[config.mk]
export PLATFORM = sky130hd
export DESIGN_NAME = instr_sequencer
export DESIGN_NICKNAME = d
export VERILOG_FILES = /design/src/rtl/types.sv /design/src/rtl/cycle_timer.sv /design/src/rtl/instr_sequencer.sv
export SDC_FILE = /design/constraint.sdc
export NUM_CORES = 1
export LEC_CHECK = 0
export ABC_AREA = 0
export CAP_MARGIN = 25
export CORE_MARGIN = 2
export CORE_UTILIZATION = 52
export CTS_CLUSTER_SIZE = 30
export DETAILED_ROUTE_END_ITERATION = 10
export PLACE_DENSITY = 0.85
export SETUP_SLACK_MARGIN = 0.02
export SLEW_MARGIN = 20
export SYNTH_ARGS = -nofsm -noshare
export SYNTH_HDL_FRONTEND = slang
export SYNTH_SLANG_ARGS = --single-unit
[constraint.sdc]
create_clock -name clk -period 5.17 [get_ports clk]
set_input_delay 0.517 -clock clk [delete_from_list [all_inputs] [get_ports clk]]
set_output_delay 0.517 -clock clk [all_outputs]
set_load 0.01 [all_outputs]
[src/rtl/types.sv]
// rtl/types.sv - shared enums, reset vector and instruction-length decode for instr_sequencer
package types;

  typedef enum logic [1:0] {
    CYCLE5  = 2'd0,
    CYCLE7  = 2'd1,
    CYCLE12 = 2'd2
  } instr_length;

  typedef enum logic [1:0] {
    FETCH = 2'd0,
    EXEC  = 2'd1,
    HALT  = 2'd2
  } seq_state;

  localparam logic [12:0] RESET_PC = 13'h0100;
  localparam int          CNT_W    = 4;

  function automatic logic [CNT_W-1:0] len_ticks(input instr_length l);
    case (l)
      CYCLE7:  return 4'd7;
      CYCLE12: return 4'd12;
      default: return 4'd5;
    endcase
  endfunction

endpackage

[src/rtl/cycle_timer.sv]
// rtl/cycle_timer.sv - per-instruction tick counter; flags the last EXEC tick (count == len-1)
module cycle_timer
  import types::*;
(
  input  logic        clk_i,
  input  logic        reset_ni,
  input  logic        clk_en_i,
  input  logic        load_i,
  input  logic        run_i,
  input  instr_length len_i,
  output logic        final_o
);

  logic [CNT_W-1:0] count_q;
  logic [CNT_W-1:0] len_q;

  // The FETCH tick counts as tick 0, so EXEC starts at 1.
  always_ff @(posedge clk_i or negedge reset_ni) begin
    if (!reset_ni) begin
      count_q <= '0;
      len_q   <= '0;
    end else if (clk_en_i) begin
      if (load_i) begin
        count_q <= CNT_W'(1);
        len_q   <= len_ticks(len_i);
      end else if (run_i) begin
        count_q <= final_o ? '0 : count_q + CNT_W'(1);
      end
    end
  end

  assign final_o = run_i && (count_q == len_q - CNT_W'(1));

endmodule

[src/rtl/instr_sequencer.sv]
// rtl/instr_sequencer.sv - FETCH/EXEC(/HALT) instruction sequencer driving PC, opcode and microcode address
// Optional HALT/wake support is built when SEQ_HALT_EN is defined.
module instr_sequencer
  import types::*;
(
  input  logic        clk,
  input  logic        reset_n,
  input  logic        clk_en,
  input  logic [11:0] rom_data,
  input  logic [6:0]  microcode_start_addr,
  input  instr_length cycle_length,
  input  logic        skip_pc_increment,
  input  logic        micro_last,
  input  logic        pc_load,
  input  logic [12:0] pc_load_value,
  input  logic        halt_req,
  input  logic        wake,
  output logic [12:0] rom_addr,
  output logic [11:0] opcode,
  output logic [6:0]  microcode_addr,
  output logic        micro_valid,
  output logic        instr_start,
  output logic        halted
);

  seq_state    state_q;
  logic [12:0] pc_q;
  logic [12:0] pc_d;
  logic [12:0] jmp_val_q;
  logic        jmp_pend_q;
  logic [11:0] opcode_q;
  logic [6:0]  uaddr_q;
  logic        uvalid_q;
  logic        start_q;
  logic        halted_q;
  logic        skip_q;
  logic        last_tick;

  cycle_timer u_timer (
    .clk_i    (clk),
    .reset_ni (reset_n),
    .clk_en_i (clk_en),
    .load_i   (state_q == FETCH),
    .run_i    (state_q == EXEC),
    .len_i    (cycle_length),
    .final_o  (last_tick)
  );

  // A jump on the final tick beats one captured earlier in the instruction.
  always_comb begin
    pc_d = pc_q;
    if (pc_load)         pc_d = pc_load_value;
    else if (jmp_pend_q) pc_d = jmp_val_q;
    else if (!skip_q)    pc_d = {pc_q[12:8], pc_q[7:0] + 8'd1};
  end

`ifndef SEQ_HALT_EN
  logic unused_halt_in;
  assign unused_halt_in = halt_req | wake;
`endif

  always_ff @(posedge clk or negedge reset_n) begin
    if (!reset_n) begin
      state_q    <= FETCH;
      pc_q       <= RESET_PC;
      jmp_val_q  <= '0;
      jmp_pend_q <= 1'b0;
      opcode_q   <= '0;
      uaddr_q    <= '0;
      uvalid_q   <= 1'b0;
      start_q    <= 1'b0;
      halted_q   <= 1'b0;
      skip_q     <= 1'b0;
    end else begin
      start_q <= 1'b0;
      if (clk_en) begin
        case (state_q)
          FETCH: begin
            opcode_q   <= rom_data;
            uaddr_q    <= microcode_start_addr;
            uvalid_q   <= 1'b1;
            skip_q     <= skip_pc_increment;
            jmp_pend_q <= 1'b0;
            start_q    <= 1'b1;
            state_q    <= EXEC;
          end
          EXEC: begin
            if (uvalid_q) begin
              if (micro_last) uvalid_q <= 1'b0;
              else            uaddr_q  <= uaddr_q + 7'd1;
            end
            if (last_tick) begin
              pc_q       <= pc_d;
              jmp_pend_q <= 1'b0;
              uvalid_q   <= 1'b0;
`ifdef SEQ_HALT_EN
              state_q    <= halt_req ? HALT : FETCH;
              halted_q   <= halt_req;
`else
              state_q    <= FETCH;
`endif
            end else if (pc_load) begin
              jmp_pend_q <= 1'b1;
              jmp_val_q  <= pc_load_value;
            end
          end
`ifdef SEQ_HALT_EN
          HALT: begin
            if (wake) begin
              state_q  <= FETCH;
              halted_q <= 1'b0;
            end
          end
`endif
          default: state_q <= FETCH;
        endcase
      end
    end
  end

  assign rom_addr       = pc_q;
  assign opcode         = opcode_q;
  assign microcode_addr = uaddr_q;
  assign micro_valid    = uvalid_q;
  assign instr_start    = start_q;
  assign halted         = halted_q;

endmodule

==> impl_metrics.ini <==
[run_status]
status = completed

[power_and_ir_drop]
ir_worst_vdd_uv = 267
leakagePower_nw = 1.74
power.total_w = 0.00183
p_per_area_nw_per_um2 = 489

[hold_path]
hp-class = in2async

[route]
ant_nets = 0
routedWlPerCell_um = 14.6
vias_per_cell = 5.38
wl_um = 6110
vias = 2249
drc_errors = 0
dr.pass1.iters = 5
drt-initial-drc-count = 128

[logic_synthesis]
yosys.area.top_type = dfrtp_1
synth_cell_types = 45
synth_area_leaders = dfrtp_1 50%, nand2_1 7.4%, mux2_4 4.8%
ys_seq_elements = 58
ys_seq_area_frac = 0.514
synthesis.instances = 273
async_flop_share = 1.00
syn_avg_cell_area_um2 = 10.3
synth_edf_count = 0
ys_warn_count = 1
synth_nets = 319
syn_area_um2 = 2830
synth_top_flop_cell = dfrtp_1
yosysTopAreaCellShare = 0.505

[clock_network]
clock_latency_ns = 0.33
cts_made_buffers = 9
clock-sinks = 58
path_clk_slew_ns = 0.07
clock_path_buffers = 2
ctsHoldBuffers = 0
cts_resized = 0
post-cts-setup-buffers = 0
cts_tree = built
root_buffer = clkbuf_8
h-tree-depth = 3

[cells_and_area]
multi_input_area_um2 = 1250
layout-drive-gt1-share = 0.126
area_delta_synth_final_pct = 32.2
fin_cells = 418
regArea_um2 = 1450
fin_nets = 390
diodes = 0
design_area_um2 = 3740
nFillCells = 377

[placement]
place_inst = 403
placedInstanceArea_um2 = 3560
place.detailed.hpwl_um = 4180
port_buffers = 73
place_congestion = 0.774

[global_routing]
grt_max_degree = 59
first_global_vias = 2419
globalRouteTotalUtil = 0.225
antenna_found_initial = 0
grt-ovfl-total = 0
grt_first_pass_wirelength_um = 10700

[setup_path]
crit_path_max_fanout = 20
critPathMaxStageDelay_ns = 1.01
cp-start-kind = primary input
cpMostUsedCell = o21ai_0
crit_type = in2reg
cp-end-kind = register
cp.arrival_ns = 3.01
path_cells = clkdlybuf4s50_1 > nor2_2 > a2111oi_0 > nand3_1 > o21ai_0 > o21ai_0
slowest_stage = clkdlybuf4s50_1
worstPathRequired_ns = 5.36

[floorplanning]
die_h_um = 77.7
die-area_um2 = 6040
rows = 26
fp.dieW_um = 77.7
initial_utilization = 0.546
pin_count = 77
core_area_um2 = 5170

[timing]
rsz0062_at_grt = no
fin_crit_ns = 2.82
slew_violations = 0
hold_slack_ns = 0.328
period_share = 0.545
final-setup-viol-count = 0
relSlewSlack = 0.421
tns_ns = 0
fin_worst_skew_ns = 0.00894
hold_violations = 0
tightest_slew_ns = 0.863
clock.fmax_mhz = 355

[job]
cap_violations = 0
==> synthesized netlist by cell type, types with 5 or more instances <==
master,instances
a222oi_1,5
nand2_1,56
mux2_4,9
clkbuf_1,5
a22oi_1,5
nor2_1,13
nor3_1,6
inv_1,9
o21ai_0,19
nand3_1,8
a21oi_1,10
mux2_2,10
buf_4,5
xnor2_1,5
mux2i_1,7
dfrtp_1,57
==> sequential cells by signal, summed over array words and instances (netlist names) <==
register / cells
jmp_val_q: 13
rom_addr: 13
opcode: 12
microcode_addr: 7
u_timer.count_q: 4
u_timer.len_q: 4
instr_start: 1
jmp_pend_q: 1
micro_valid: 1
skip_q: 1
state_q: 1
==> logic make-up (layout without fill, tap and decap cells) <==
group	Yosys count	after routing	share of synthesized area
other	1	1	0.00133
adders and majority gates	4	4	0.0177
AOI/OAI and AO/OA	53	53	0.123
DFF	58	58	0.514
muxes	26	26	0.112
buffers and inverters	24	99	0.0421
xor gates and xnor gates	9	9	0.0279
and+or+nand+nor	98	98	0.161
==> where the power goes <==
group / internal (W) / total, W / switching [W]
Clock: 0.000197 / 0.000369 / 0.000172
Combinational: 0.000394 / 0.000701 / 0.000308
Sequential: 0.000617 / 0.000757 / 0.000140
Total: 0.00121 / 0.00183 / 0.000619
==> per-stage QoR <==
step / util / setup slack, ns
after floorplan: - / 3.21
final: 0.722 / 2.35
after detailed placement: 0.689 / 2.05
after global routing: 0.722 / 2.06
after global placement: 0.689 / 2.12
after CTS: 0.722 / 2.38
==> cell type report <==
| class | instances | share of cell area |
|---|---|---|
| Timing Repair Buffer | 74 | 0.196 |
| Inverter | 10 | 0.0100 |
| Multi-Input combinational cell | 191 | 0.336 |
| Sequential cell | 58 | 0.389 |
| Tap cell | 70 | 0.0234 |
| Clock buffer | 13 | 0.0425 |
| Clock inverter | 2 | 0.00335 |
==> cell usage in the layout (no fill, tap or decap), drive strengths merged, types with 9 or more instances in the layout <==
| cell | netlist | layout |
|---|---|---|
| o21ai | 21 | 21 |
| clkbuf | 5 | 13 |
| nand2 | 56 | 56 |
| nand3 | 9 | 9 |
| mux2 | 19 | 19 |
| inv | 9 | 9 |
| a21oi | 10 | 10 |
| clkdlybuf4s50 | 0 | 72 |
| nor2 | 14 | 14 |
| dfrtp | 57 | 57 |
==> routing by layer <==
metal / vias to the layer above / GRT usage / share of wire
met5: - / 0 / 0
met4: 0 / 0.0786 / 0.011
met3: 9 / 0.0837 / 0.073
met2: 80 / 0.356 / 0.48
met1: 1077 / 0.284 / 0.43
li1: 1083 / - / -
==> final timing paths <==
| check | start | end | slack, ns | cells after the start |
|---|---|---|---|---|
| max in group asynchronous | reset_n | u_timer.count_q[2]$_DFFE_PN0P_ | 4.37 | 2 |
| hold reg to reg | opcode[6]$_DFFE_PN0P_ | opcode[6]$_DFFE_PN0P_ | 0.48 | 2 |
| hold / removal | reset_n | rom_addr[7]$_DFFE_PN0P_ | 0.33 | 2 |
| setup / recovery | pc_load | rom_addr[5]$_DFFE_PN0P_ | 2.35 | 6 |
| setup reg to reg | state_q[0]$_DFFE_PN0P_ | microcode_addr[4]$_DFFE_PN0P_ | 2.66 | 5 |
| min in group clk | opcode[6]$_DFFE_PN0P_ | opcode[6]$_DFFE_PN0P_ | 0.48 | 2 |
==> worst max-delay path: cells and delay by family <==
kind / cells / cell delay (ns)
buf+inv: 1 / 1.01
compound gates: 3 / 0.86
simple gates: 2 / 0.60
Note: power is estimated with default switching activity, not from simulation.
